## config.mk

```make
export PLATFORM = sky130hd
export DESIGN_NAME = kbd_mouse_feeder
export DESIGN_NICKNAME = d
export VERILOG_FILES = /design/src/rtl/kbd_mouse_feeder.sv
export SDC_FILE = /design/constraint.sdc
export NUM_CORES = 1
export LEC_CHECK = 0
export ABC_AREA = 1
export CAP_MARGIN = 20
export CORE_ASPECT_RATIO = 0.9
export CORE_UTILIZATION = 58
export DETAILED_ROUTE_END_ITERATION = 12
export DONT_BUFFER_PORTS = 1
export HOLD_SLACK_MARGIN = 0.06
export PLACE_DENSITY = 0.84
export RECOVER_POWER = 100
export SLEW_MARGIN = 20
export SYNTH_ARGS = -nofsm -noshare
export SYNTH_HDL_FRONTEND = slang
export SYNTH_SLANG_ARGS = --single-unit
export TNS_END_PERCENT = 5
```

## constraint.sdc

```tcl
create_clock -name clk_sys -period 3.4 [get_ports clk_sys]
set_input_delay 0.34 -clock clk_sys [delete_from_list [all_inputs] [get_ports clk_sys]]
set_output_delay 0.34 -clock clk_sys [all_outputs]
set_load 0.02 [all_outputs]
```

## src/rtl/kbd_mouse_feeder.sv

```systemverilog
// Keyboard/mouse word feeder: queues Amiga keycodes, accumulates mouse
// motion and emits one typed word per level toggle, spaced GAP_CYCLES apart.
// Mouse X/Y words always go out as an unbroken pair.
module kbd_mouse_feeder #(
    parameter int GAP_CYCLES     = 64,  // must be >= 2
    parameter int KEY_FIFO_DEPTH = 8    // power of two, >= 2
) (
    input  logic       clk_sys,
    input  logic       reset,
    input  logic       key_strobe,
    input  logic [7:0] key_code,
    input  logic       mouse_strobe,
    input  logic [7:0] mouse_dx,
    input  logic [7:0] mouse_dy,
    input  logic [2:0] mouse_btn_in,
    output logic       kbd_mouse_level,
    output logic [1:0] kbd_mouse_type,
    output logic [7:0] kbd_mouse_data,
    output logic [2:0] mouse_buttons,
    output logic       key_overflow,
    output logic       busy
);
    localparam int AW = $clog2(KEY_FIFO_DEPTH);
    localparam int CW = (GAP_CYCLES > 2) ? $clog2(GAP_CYCLES) : 1;

    typedef enum logic [2:0] {S_IDLE, S_SEND_KEY, S_SEND_X, S_SEND_Y, S_WAIT} state_t;

    state_t            state_q, state_d;
    logic [CW-1:0]     cnt_q, cnt_d;
    logic [AW:0]       wr_ptr_q, wr_ptr_d, rd_ptr_q, rd_ptr_d;
    logic [7:0]        mem_q [KEY_FIFO_DEPTH];
    logic [7:0]        mem_d [KEY_FIFO_DEPTH];
    logic [7:0]        acc_x_q, acc_x_d, acc_y_q, acc_y_d, snap_y_q, snap_y_d;
    logic              mouse_pending_q, mouse_pending_d, y_owed_q, y_owed_d;
    logic              level_q, level_d, overflow_q, overflow_d;
    logic [1:0]        type_q, type_d;
    logic [7:0]        data_q, data_d;
    logic [2:0]        buttons_q, buttons_d;

    logic fifo_empty, fifo_full, pop, push, send_x, send_y, wait_done;
    logic [7:0] base_x, base_y;

    function automatic logic [7:0] sat_add(input logic [7:0] a, input logic [7:0] b);
        logic signed [8:0] s;
        s = $signed({a[7], a}) + $signed({b[7], b});
        if (s > 9'sd127)       return 8'h7F;
        else if (s < -9'sd128) return 8'h80;
        else                   return s[7:0];
    endfunction

    assign fifo_empty = (wr_ptr_q == rd_ptr_q);
    assign fifo_full  = (wr_ptr_q[AW] != rd_ptr_q[AW]) && (wr_ptr_q[AW-1:0] == rd_ptr_q[AW-1:0]);
    assign wait_done  = (cnt_q == CW'(GAP_CYCLES - 2));

    // State register plus all datapath flops
    always_ff @(posedge clk_sys or posedge reset) begin
        if (reset) begin
            state_q         <= S_IDLE;
            cnt_q           <= '0;
            wr_ptr_q        <= '0;
            rd_ptr_q        <= '0;
            for (int i = 0; i < KEY_FIFO_DEPTH; i++) mem_q[i] <= '0;
            acc_x_q         <= '0;
            acc_y_q         <= '0;
            snap_y_q        <= '0;
            mouse_pending_q <= 1'b0;
            y_owed_q        <= 1'b0;
            level_q         <= 1'b0;
            type_q          <= '0;
            data_q          <= '0;
            buttons_q       <= '0;
            overflow_q      <= 1'b0;
        end else begin
            state_q         <= state_d;
            cnt_q           <= cnt_d;
            wr_ptr_q        <= wr_ptr_d;
            rd_ptr_q        <= rd_ptr_d;
            mem_q           <= mem_d;
            acc_x_q         <= acc_x_d;
            acc_y_q         <= acc_y_d;
            snap_y_q        <= snap_y_d;
            mouse_pending_q <= mouse_pending_d;
            y_owed_q        <= y_owed_d;
            level_q         <= level_d;
            type_q          <= type_d;
            data_q          <= data_d;
            buttons_q       <= buttons_d;
            overflow_q      <= overflow_d;
        end
    end

    // Next state: the last WAIT cycle dispatches directly so back-to-back
    // words stay exactly GAP_CYCLES apart; a pending Y beats queued keys.
    always_comb begin
        state_d = state_q;
        cnt_d   = '0;
        case (state_q)
            S_IDLE: begin
                if (!fifo_empty)          state_d = S_SEND_KEY;
                else if (mouse_pending_q) state_d = S_SEND_X;
            end
            S_SEND_KEY, S_SEND_X, S_SEND_Y: state_d = S_WAIT;
            S_WAIT: begin
                if (!wait_done) begin
                    cnt_d = cnt_q + 1'b1;
                end else if (y_owed_q) begin
                    state_d = S_SEND_Y;
                end else if (!fifo_empty) begin
                    state_d = S_SEND_KEY;
                end else if (mouse_pending_q) begin
                    state_d = S_SEND_X;
                end else begin
                    state_d = S_IDLE;
                end
            end
            default: state_d = S_IDLE;
        endcase
    end

    // FSM outputs: word registers toggle/update together on the send cycle
    always_comb begin
        pop     = (state_q == S_SEND_KEY);
        send_x  = (state_q == S_SEND_X);
        send_y  = (state_q == S_SEND_Y);
        level_d = level_q;
        type_d  = type_q;
        data_d  = data_q;
        if (pop) begin
            level_d = ~level_q;
            type_d  = 2'd2;
            data_d  = mem_q[rd_ptr_q[AW-1:0]];
        end else if (send_x) begin
            level_d = ~level_q;
            type_d  = 2'd0;
            data_d  = acc_x_q;
        end else if (send_y) begin
            level_d = ~level_q;
            type_d  = 2'd1;
            data_d  = snap_y_q;
        end
    end

    // Key FIFO, mouse accumulators and side outputs; a strobe landing in
    // SEND_X starts the fresh accumulation from zero
    always_comb begin
        push       = key_strobe && (!fifo_full || pop);
        overflow_d = key_strobe && fifo_full && !pop;
        mem_d      = mem_q;
        if (push) mem_d[wr_ptr_q[AW-1:0]] = key_code;
        wr_ptr_d   = push ? wr_ptr_q + 1'b1 : wr_ptr_q;
        rd_ptr_d   = pop  ? rd_ptr_q + 1'b1 : rd_ptr_q;

        base_x     = send_x ? 8'h00 : acc_x_q;
        base_y     = send_x ? 8'h00 : acc_y_q;
        acc_x_d    = mouse_strobe ? sat_add(base_x, mouse_dx) : base_x;
        acc_y_d    = mouse_strobe ? sat_add(base_y, mouse_dy) : base_y;
        snap_y_d   = send_x ? acc_y_q : snap_y_q;

        mouse_pending_d = send_x ? 1'b0 : mouse_pending_q;
        if (mouse_strobe && (mouse_dx != 8'h00 || mouse_dy != 8'h00)) mouse_pending_d = 1'b1;

        y_owed_d = y_owed_q;
        if (send_x)      y_owed_d = 1'b1;
        else if (send_y) y_owed_d = 1'b0;

        buttons_d = mouse_btn_in;
    end

    assign kbd_mouse_level = level_q;
    assign kbd_mouse_type  = type_q;
    assign kbd_mouse_data  = data_q;
    assign mouse_buttons   = buttons_q;
    assign key_overflow    = overflow_q;
    assign busy            = (state_q != S_IDLE);
endmodule

```

==> out/results.tsv, run 1 <==
stage	metric	value	unit
clocking	numClockSinks	122	
timing	drv_slew	36	
timing	timing.final.hold_violations	0	
die	dieArea	11630	um2
timing	relSlewSlack	-0.03338	
worst_setup_path	timing.rr.end	mem_q[62]	
grt	grt.busiest_layer	met2	
grt	grt_overflow_total	0	
route	ant_nets	0	
clocking	clockRootBuffer	clkbuf_16	
finish	antennaDiodeCount	0	
power	ir_drop	407.7	uV
placement	dpl.cell_count	932	
status	status	complete, but fails checks	
logic_synthesis	synth-main-ff-cell	dfrtp_1	
logic_synthesis	ys.warnings.count	0	
hold_path	min_from	mouse_strobe	
logic_synthesis	synth_top_cell_area_share	0.4699	
logic_synthesis	syn_inst	804	
logic_synthesis	ys_types	39	
grt	antenna_found_initial	0	
hold_path	hold_path_class	in -> reg	
logic_synthesis	syn_area	6497	um2
placement	finalWeightedCongestion	0.8706	
route	drc	0	
worst_setup_path	cp_data_arrival_time	3330	ps
route	post_drt_via_cell_ratio	5.626	
clocking	clk_pin_slew_worst_paths	50	ps
grt	grt_pass1_vias	5027	
timing	period_minus_slack	3018	ps
die	chipHeight	102.4	um
timing	rsz0062_at_grt	no	
finish	nNetsFinal	858	
placement	hpwl	9.820	mm
worst_setup_path	slowest_stage	nand3_1	
logic_synthesis	syn_nets	857	
worst_setup_path	path_cells	inv_1, nor2_1, nand2_4, clkinvlp_2, nor2_1, nand3_1, nand3_1, nand2_1, o21ai_0	
worst_setup_path	critPathMaxFanout	16	
route	drt_wl_total	14.91	mm
grt	grt_util_met3	0.07473	
timing	setup_violations	0	
worst_setup_path	reg2reg_setup_slack	380	ps
die	dieWidth	113.6	um
power	p_leak	3.605	nW
clocking	cts_tree	yes	
finish	final_common_cell	nand2_1	
timing	setup-tns-final	0	ps
die	fp.coreArea	10860	um2
logic_synthesis	synth_top_cell_by_area	dfrtp_1	
worst_setup_path	end_kind	flip-flop	
logic_synthesis	synth.avg_cell_area	8.081	um2
timing	fin_skew	5.984	ps
timing	finalCritPeriodShare	0.8875	
status	violations	capacitance limit, slew limit	
finish	fillers	865	
route	via_count	5457	
route	avgRoutedWirePerCell	15.37	um
logic_synthesis	synth_seq_cells	122	
clocking	htree_levels	4	
job	drv_cap	1	
finish	mostFrequentLayoutCells	nand2_1, dfrtp_1, o21ai_0	
clocking	insertion_delay	420	ps
route	first_pass_iters	5	
grt	use_met2	0.4221	
power	power.density	843.0	nW/um2
finish	areaGrowthSynthToFinish	9.417	%
worst_setup_path	r2r_start	state_q[0]	
hold_path	min_to	acc_y_q[7]	
worst_setup_path	rr_worst_depth	9	
die	initial_core_util	0.5985	
hold_path	whs_path_depth	2	
worst_setup_path	required	3720	ps
grt	grt_use_total	0.2707	
worst_setup_path	startpoint_type	flip-flop	
clocking	clockBufferDepth	2	
route	drt_iter0_drc	440	
worst_setup_path	critical_path.max_stage_delay	740	ps
grt	grt_max_degree	60	
clocking	numCtsBuffers	17	
grt	grt_pass1_wl	24.13	mm
worst_setup_path	critical_path_class	reg -> reg	
logic_synthesis	async_reset_ff_frac	1.000	
finish	layoutNonFillerInstCount	970	
timing	fmax	0.3314	GHz
timing	worst_pin_slew	1542	ps
grt	grtUsageMet1	0.3634	
placement	portBuffers	0	
logic_synthesis	yosys-top-cells-area	dfrtp_1, nand2_1, nor2_1	
finish	drive_gt1_frac	0.05746	
logic_synthesis	yosysSeqAreaShare	0.4699	
logic_synthesis	synth_edf_count	0	
die	io_pins	47	
die	rows	36	
logic make-up after synthesis:
kind of cell,Yosys count,synth area share
AOI/OAI and AO/OA,163,0.1375
xor gates and xnor gates,19,0.02561
adders and majority gates,22,0.04468
buffers and inverters,99,0.07086
DFF,122,0.4699
and+or+nand+nor,379,0.2515
layout make-up:
class / instances / area [um2] / share of cell area
clock buffer: 25 / 485.5 / 0.06829
clock inverter: 7 / 137.6 / 0.01936
inverter: 70 / 265.3 / 0.03731
multi-input combinational: 583 / 2889 / 0.4064
sequential: 122 / 3053 / 0.4294
tap: 152 / 190.2 / 0.02675
timing repair buffer: 11 / 88.84 / 0.01250
power breakdown:
group	switching (mW)	internal, mW
clock	0.615	1.28
sequential	0.281	1.92
combinational	1.19	0.706
total	2.09	3.90
critical path, delay by kind of cell, from the launching register on:
family,cells,cell delay (ps)
flops,1,410
compound gates,1,110
buf+inv,2,570
simple gates,6,1810
metal layers:
metal,part of all wire,routed length (um)
met5,0,0
met4,0.024,354
met3,0.069,1024
met2,0.47,7022
met1,0.44,6510
how the worst max path moves through the flow:
stage | startpoint | end | slack (ps)
floorplan | state_q[2] | acc_y_q[0] | 890
global placement | state_q[2] | acc_y_q[4] | 690
detailed placement | state_q[2] | acc_y_q[5] | 520
CTS | state_q[2] | acc_y_q[5] | 490
global route | state_q[0] | mem_q[61] | 70
finish | state_q[0] | mem_q[62] | 380
sequential cells by signal, summed over array words and instances (netlist names):
signal and cells:
acc_x_q 8, acc_y_q 8, cnt_q 6, kbd_mouse_data 8, kbd_mouse_level 1, kbd_mouse_type 2, key_overflow 1, mem_q 64
mouse_buttons 3, mouse_pending_q 1, rd_ptr_q 4, snap_y_q 8, state_q 3, wr_ptr_q 4, y_owed_q 1
metrics by stage:
stage / hold WS, ps / setup slack [ps] / area (um2) / utilization / total power, mW
4_1_cts: 66.24 / 492.7 / 7229 / 0.6660 / 6.078
2_1_floorplan: 371.4 / 892.8 / 6501 / - / 3.780
5_1_grt: 91.74 / 66.88 / 7109 / 0.6549 / 6.414
3_5_place_dp: 371.5 / 521.6 / 6546 / 0.6030 / 4.155
6_report: 75.96 / 382.4 / 7109 / 0.6549 / 5.993
3_3_place_gp: 361.4 / 690.4 / 6546 / 0.6030 / 4.031
synth_stat cells (all sizes together), types with 2 or more instances:
| library cell | n |
|---|---|
| nand3 | 27 |
| inv | 68 |
| ha | 20 |
| nand4 | 7 |
| o21ai | 112 |
| nor4 | 4 |
| buf | 17 |
| o211ai | 16 |
| clkbuf | 12 |
| xor2 | 12 |
| a21oi | 34 |
| clkinv | 2 |
| nor2 | 95 |
| fa | 2 |
| dfrtp | 122 |
| nand2 | 240 |
| xnor2 | 7 |
| or2 | 2 |
timing repair:
item / 4_1_cts / 5_1_grt
setup buffers: 0 / 0
setup endpoints to repair: 0 / 0
resized for setup: 0 / 0
hold buffers: 6 / 0
hold endpoints to repair: 45 / 0
No activity file was read; power rests on OpenSTA's default activity.
==> run 2: changes to the inputs <==
--- a/config.mk
+++ b/config.mk
@@ -8,11 +8,11 @@
 export ABC_AREA = 1
 export CAP_MARGIN = 20
 export CORE_ASPECT_RATIO = 0.9
-export CORE_UTILIZATION = 58
+export CORE_UTILIZATION = 64
 export DETAILED_ROUTE_END_ITERATION = 12
 export DONT_BUFFER_PORTS = 1
 export HOLD_SLACK_MARGIN = 0.06
-export PLACE_DENSITY = 0.84
+export PLACE_DENSITY = 0.88
 export RECOVER_POWER = 100
 export SLEW_MARGIN = 20
 export SYNTH_ARGS = -nofsm -noshare
==> constraint.sdc (replaced) <==
create_clock -name clk_sys -period 2.85 [get_ports clk_sys]
set_input_delay 0.57 -clock clk_sys [delete_from_list [all_inputs] [get_ports clk_sys]]
set_output_delay 0.57 -clock clk_sys [all_outputs]
set_load 0.02 [all_outputs]
==> run 2 against run 1 <==
The run still ends with capacitance limit, slew limit left. Register-to-register slack got worse by 170 ps. Cell area fell by 1.3%. Cell count fell by 3.0%. Non-clock buffer count fell by 3. Total power rose by 18%. Critical path type unchanged. Global-route usage rose by 5.4 points.
==> out/results.tsv, run 2 (same netlist as run 1, synthesis figures left out) <==
stage	metric	value	unit	change
timing	relSlewSlack	-0.01374		+0.01964
worst_setup_path	critPathMaxFanout	15		-1
finish	largest-register	mem_q		
power	p_leak	3.576	nW	-0.82%
grt	grt_overflow_total	0		unchanged
finish	final_common_cell	nand2_1		
status	violations	capacitance limit, slew limit		
die	rows	34		-5.6%
status	status	complete, but fails checks		
clocking	postCtsHoldBufs	0		-6
finish	antennaDiodeCount	0		unchanged
clocking	insertion_delay	420	ps	about the same
finish	areaGrowthSynthToFinish	8.030	%	
route	via_count	5616		+2.9%
timing	worst_pin_slew	1512	ps	-29.30 ps
finish	fillers	705		-18%
finish	nNetsFinal	855		-0.35%
clocking	clockRootBuffer	clkbuf_16		
power	power.density	1006	nW/um2	+19%
clocking	cts_tree	yes		
clocking	htree_levels	4		unchanged
power	intPower	4.436	mW	+14%
finish	largest_reg_flops	64		unchanged
timing	drv_slew	35		-2.8%
placement	hpwl	10.38	mm	+5.7%
die	dieWidth	108.2	um	-4.7%
worst_setup_path	end_kind	flip-flop		
hold_path	min_from	mouse_btn_in[1]		
worst_setup_path	r2r_start	state_q[1]		
worst_setup_path	cp_data_arrival_time	2950	ps	-380 ps
route	avgRoutedWirePerCell	16.96	um	+10%
timing	period_minus_slack	2642	ps	-376.0 ps
clocking	numClockSinks	122		unchanged
timing	fin_skew	8.799	ps	+2.815 ps
job	drv_cap	1		unchanged
timing	fmax	0.3786	GHz	+14%
timing	rsz0062_at_grt	no		
die	initial_core_util	0.6641		+0.06552
finish	drive_gt1_frac	0.07117		+0.01371
grt	grt_max_degree	49		-18%
route	ant_nets	0		unchanged
finish	final_cell_area	7019	um2	-1.3%
power	power.share.clock	0.300		-0.017
power	ir_drop	617.4	uV	+51%
die	io_pins	47		unchanged
power	comb_power_share	0.328		+0.011
finish	layoutNonFillerInstCount	941		-3.0%
finish	final_core_util	0.7174		+0.06248
route	first_pass_iters	5		unchanged
clocking	clockBufferDepth	2		unchanged
worst_setup_path	rr_worst_depth	17		+8
worst_setup_path	critical_path.max_stage_delay	420	ps	-320 ps
grt	grt_use_total	0.3247		+0.05398
placement	portBuffers	0		unchanged
clocking	numCtsBuffers	17		unchanged
timing	timing.final.hold_violations	0		unchanged
route	post_drt_via_cell_ratio	5.968		+6.1%
power	switchingPower	2.627	mW	+26%
grt	antenna_found_initial	0		unchanged
route	drt_wl_total	15.96	mm	+7.1%
placement	placed_area	6536	um2	-0.15%
finish	mostFrequentLayoutCells	nand2_1, dfrtp_1, o21ai_0		
finish	multiInputGateArea	2908	um2	+0.65%
route	drc	0		unchanged
power	swShare	0.3719		+0.02332
worst_setup_path	crit_top_cell	nand2_1		
timing	finalCritPeriodShare	0.9269		+0.03934
power	power_frac_seq	0.373		+0.006
route	drt_iter0_drc	491		+12%
timing	setup_violations	0		unchanged
hold_path	hold_path_class	in -> reg		
placement	finalWeightedCongestion	0.8722		+0.18%
die	dieArea	10560	um2	-9.2%
worst_setup_path	startpoint_type	flip-flop		
die	chipHeight	97.59	um	-4.7%
worst_setup_path	required	3160	ps	-560 ps
worst_setup_path	reg2reg_setup_slack	210	ps	-170 ps
worst_setup_path	critical_path_class	reg -> reg		
timing	hold_slack	176.2	ps	+100.2 ps
clocking	clk_pin_slew_worst_paths	60	ps	about the same
worst_setup_path	startpoint	state_q[1]		
worst_setup_path	crit_end	acc_y_q[6]		
worst_setup_path	path_cells	inv_1, nor2_4, nand2_4, nand2_1, inv_1, ha_1, fa_1, nand2_1, nand2_1, nand3_1, nand3_1, nand2_1, nand2_1, nand2_1, nand2_1, nand2_1, nand2_1		
grt	grt_pass1_wl	26.21	mm	+8.6%
worst_setup_path	slowest_stage	fa_1		
die	fp.coreArea	9784	um2	-9.9%
grt	grt_pass1_vias	5515		+9.7%
worst_setup_path	timing.rr.end	acc_y_q[6]		
finish	regArea	3053	um2	unchanged
placement	dpl.cell_count	909		-2.5%
run 2: cell types whose count changed in the layout (fill, tap and decap cells not counted), moves of 2 or more:
cell,delta
nand3_1,-2
clkbuf_1,-3
buf_4,+3
o21ai_1,-5
bufinv_16,-2
inv_6,+2
nand3_2,+3
clkbuf_8,-2
clkinv_4,+4
o21ai_0,+4
dlygate4sd3_1,-6
run 2: through the flow:
stage	power, mW	setup TNS, ps	setup slack [ps]
finish	7.064	0	208.4
global route	7.539	0	22.33
CTS	7.141	0	55.33
detailed placement	4.986	-7.196	-3.684
global placement	4.818	0	235.9
floorplan	4.510	0	342.8
run 2: worst min-delay path by stage:
stage,endpoint,slack [ps],cells past startpoint
6_report,mouse_buttons[1],180,0
5_1_grt,mouse_buttons[1],160,0
3_3_place_gp,snap_y_q[1],460,2
3_5_place_dp,snap_y_q[1],460,2
4_1_cts,y_owed_q,170,1
2_1_floorplan,snap_y_q[0],440,2
run 2: power by group through the flow:
stage / registers, mW / logic (mW) / clock network, mW
floorplan: 2.53 / 1.98 / 0
global placement: 2.60 / 2.22 / 0
detailed placement: 2.63 / 2.36 / 0
CTS: 2.62 / 2.39 / 2.13
global route: 2.68 / 2.64 / 2.22
finish: 2.63 / 2.31 / 2.12
run 2: cell type report:
class | instances | share of cell area
clock buffers | 19 | 0.06310
repair buffers | 8 | 0.007130
flip-flops and latches | 122 | 0.4349
multi-input cells | 583 | 0.4143
clock inverters | 13 | 0.02032
inverters | 70 | 0.03779
well taps | 126 | 0.02246
run 2: timing repair:
item / in CTS / in global routing
resized for setup: 1 / 3
hold endpoints to repair: 0 / 0
setup endpoints to repair: 14 / 14
buffers inserted: 0 / 0
run 2: per-layer routing:
metal | track usage | up-vias | share of wire
li1 | - | 2592 | -
met1 | 0.4279 | 2712 | 0.42
met2 | 0.5022 | 261 | 0.48
met3 | 0.09725 | 51 | 0.077
met4 | 0.1264 | 0 | 0.026
met5 | 0 | - | 0
run 2: critical path: cells and delay by family, from the launching register on:
family	cells	cell delay, ps
DFF	1	360
and+or+nand+nor	13	1360
buffers and inverters	2	180
adders and majority gates	2	630
==> run 3: changes to the inputs <==
--- a/config.mk
+++ b/config.mk
@@ -8,13 +8,13 @@
 export ABC_AREA = 1
 export CAP_MARGIN = 20
 export CORE_ASPECT_RATIO = 0.9
-export CORE_UTILIZATION = 64
+export CORE_UTILIZATION = 30
 export DETAILED_ROUTE_END_ITERATION = 12
 export DONT_BUFFER_PORTS = 1
 export HOLD_SLACK_MARGIN = 0.06
-export PLACE_DENSITY = 0.88
+export PLACE_DENSITY = 0.52
 export RECOVER_POWER = 100
-export SLEW_MARGIN = 20
+export SLEW_MARGIN = 30
 export SYNTH_ARGS = -nofsm -noshare
 export SYNTH_HDL_FRONTEND = slang
 export SYNTH_SLANG_ARGS = --single-unit
==> run 3 against run 2 <==
The run still ends with capacitance limit, slew limit left. Fmax rose by 5.7%. Utilization fell by 37 points. Largest power group unchanged. Clock-buffer cell count rose by 1. Sequential power barely moved. Cell area rose by 2.8%.
==> out/results.tsv, run 3 (same netlist as run 1, synthesis figures left out) <==
stage	metric	value	unit	change
status	status	complete, but fails checks		
status	violations	capacitance limit, slew limit		
grt	grt_use_total	0.1557		-0.1690
grt	grt_pass1_vias	5067		-8.1%
worst_setup_path	critPathMaxFanout	10		-5
worst_setup_path	critical_path_class	reg -> reg		
route	post_drt_via_cell_ratio	4.577		-23%
route	via_count	5044		-10%
route	ant_nets	0		unchanged
worst_setup_path	required	3150	ps	about the same
hold_path	hold_path_class	in -> reg		
route	drc	0		unchanged
timing	setup-tns-final	0	ps	unchanged
job	drv_cap	1		unchanged
timing	rsz0062_at_grt	no		
route	avgRoutedWirePerCell	14.28	um	-16%
die	fp.coreArea	21020	um2	+110%
die	rows	50		+47%
timing	setup_violations	0		unchanged
finish	areaGrowthSynthToFinish	11.01	%	
die	chipHeight	141.6	um	+45%
timing	drv_slew	123		+250%
power	power.share.clock	0.313		+0.013
die	dieWidth	157.1	um	+45%
timing	hold_slack	184.0	ps	+7.837 ps
finish	drive_gt1_frac	0.06740		-0.003764
worst_setup_path	cp_data_arrival_time	2800	ps	-150 ps
placement	placed_area	6744	um2	+3.2%
die	dieArea	22250	um2	+110%
grt	antenna_found_initial	0		unchanged
power	power_frac_seq	0.373		about the same
grt	grt_pass1_wl	26.63	mm	+1.6%
power	switchingPower	2.491	mW	-5.2%
placement	finalWeightedCongestion	0.7702		-12%
finish	layoutNonFillerInstCount	1102		+17%
timing	fmax	0.4000	GHz	+5.7%
power	p_leak	3.592	nW	+0.46%
power	comb_power_share	0.315		-0.013
clocking	htree_levels	4		unchanged
worst_setup_path	end_kind	flip-flop		
clocking	cts_tree	yes		
clocking	clockBufferDepth	2		unchanged
clocking	clockRootBuffer	clkbuf_16		
finish	final_cell_area	7213	um2	+2.8%
die	io_pins	47		unchanged
timing	worst_pin_slew	1706	ps	+193.8 ps
route	drt_wl_total	15.74	mm	-1.4%
finish	final_common_cell	nand2_1		
power	total_power	6.970	mW	-1.3%
clocking	post_cts_buffers	0		unchanged
grt	grt_overflow_total	0		unchanged
power	power.density	966.3	nW/um2	-4.0%
timing	period_minus_slack	2500	ps	-141.9 ps
finish	final_core_util	0.3432		-0.3742
placement	dpl.cell_count	1070		+18%
worst_setup_path	startpoint_type	flip-flop		
route	first_pass_iters	4		-1
clocking	postCtsHoldBufs	0		unchanged
worst_setup_path	reg2reg_setup_slack	350	ps	+140 ps
placement	post-place-ws	179.6	ps	+183.3 ps
timing	timing.final.hold_violations	0		unchanged
power	ir_drop	341.7	uV	-45%
clocking	clk_pin_slew_worst_paths	60	ps	about the same
timing	setup_ws	350.3	ps	+141.9 ps
clocking	cts.repair.resized	0		-1
finish	largest-register	mem_q		
finish	nNetsFinal	856		+0.12%
clocking	numCtsBuffers	17		unchanged
die	initial_core_util	0.3091		-0.3550
timing	fin_skew	12.25	ps	+3.456 ps
clocking	numClockSinks	122		unchanged
power	intPower	4.479	mW	+0.97%
clocking	insertion_delay	410	ps	about the same
placement	hpwl	10.49	mm	+1.1%
finish	largest_reg_flops	64		unchanged
timing	relSlewSlack	-0.1374		-0.1237
finish	antennaDiodeCount	0		unchanged
power	swShare	0.3574		-0.01458
grt	grt_max_degree	123		+150%
placement	portBuffers	0		unchanged
timing	finalCritPeriodShare	0.8771		-0.04978
finish	mostFrequentLayoutCells	nand2_1, dfrtp_1, o21ai_0		
route	drt_iter0_drc	311		-37%
[run 3: cell types whose count changed in the layout (fill, tap and decap cells not counted), moves of 2 or more]
cell	change
clkbuf_8	+2
o21ai_1	+2
clkinv_4	-2
inv_6	+2
nand2_2	+2
nand2_4	-2
[run 3: worst max-delay path, stage by stage (launching register included)]
cell and delay, ps:
dfrtp_1 390, nor2_2 170, nand2_2 160, buf_4 210, nand2_1 60, inv_1 50
ha_1 310, or2_2 330, nand3_1 110, nand3_1 80, nand2_1 100, inv_1 40
nand2_1 190, nand2_1 80, nand2_1 60, nand2_1 40
[run 3: power groups by stage]
| stage | sequential, mW | combinational [mW] | clock, mW |
|---|---|---|---|
| after floorplan | 2.53 | 1.98 | 0 |
| after global placement | 2.62 | 2.31 | 0 |
| after detailed placement | 2.62 | 2.33 | 0 |
| after CTS | 2.60 | 2.34 | 2.24 |
| after global routing | 2.68 | 2.59 | 2.32 |
| final | 2.60 | 2.19 | 2.18 |
[run 3: area by class of cell]
| cell class | count | area (um2) |
|---|---|---|
| tap | 286 | 357.8 |
| multi-input combinational | 583 | 2882 |
| inverter | 70 | 266.5 |
| fill | 2271 | 13810 |
| clock buffer | 20 | 466.7 |
| timing repair buffer | 9 | 52.55 |
| sequential | 122 | 3053 |
| clock inverter | 12 | 135.1 |
[run 3: worst paths after layout]
| check | end | depth (start not counted) | start |
|---|---|---|---|
| max | acc_y_q[5] | 15 | state_q[2] |
| min | mouse_buttons[0] | 0 | mouse_btn_in[0] |
| max reg2reg | acc_y_q[5] | 15 | state_q[2] |
| min reg2reg | snap_y_q[0] | 2 | acc_y_q[0] |
| max in group asynchronous | mouse_buttons[2] | 2 | reset |
| min in group asynchronous | cnt_q[4] | 2 | reset |
[run 3: routing by layer]
| metal | routed length [um] | vias to the layer above | global-route usage |
|---|---|---|---|
| met4 | 92 | 0 | 0.03832 |
| met5 | 0 | - | 0 |
| met2 | 6694 | 94 | 0.2318 |
| met3 | 913 | 6 | 0.04337 |
| met1 | 8038 | 2341 | 0.2217 |
| li1 | - | 2603 | - |
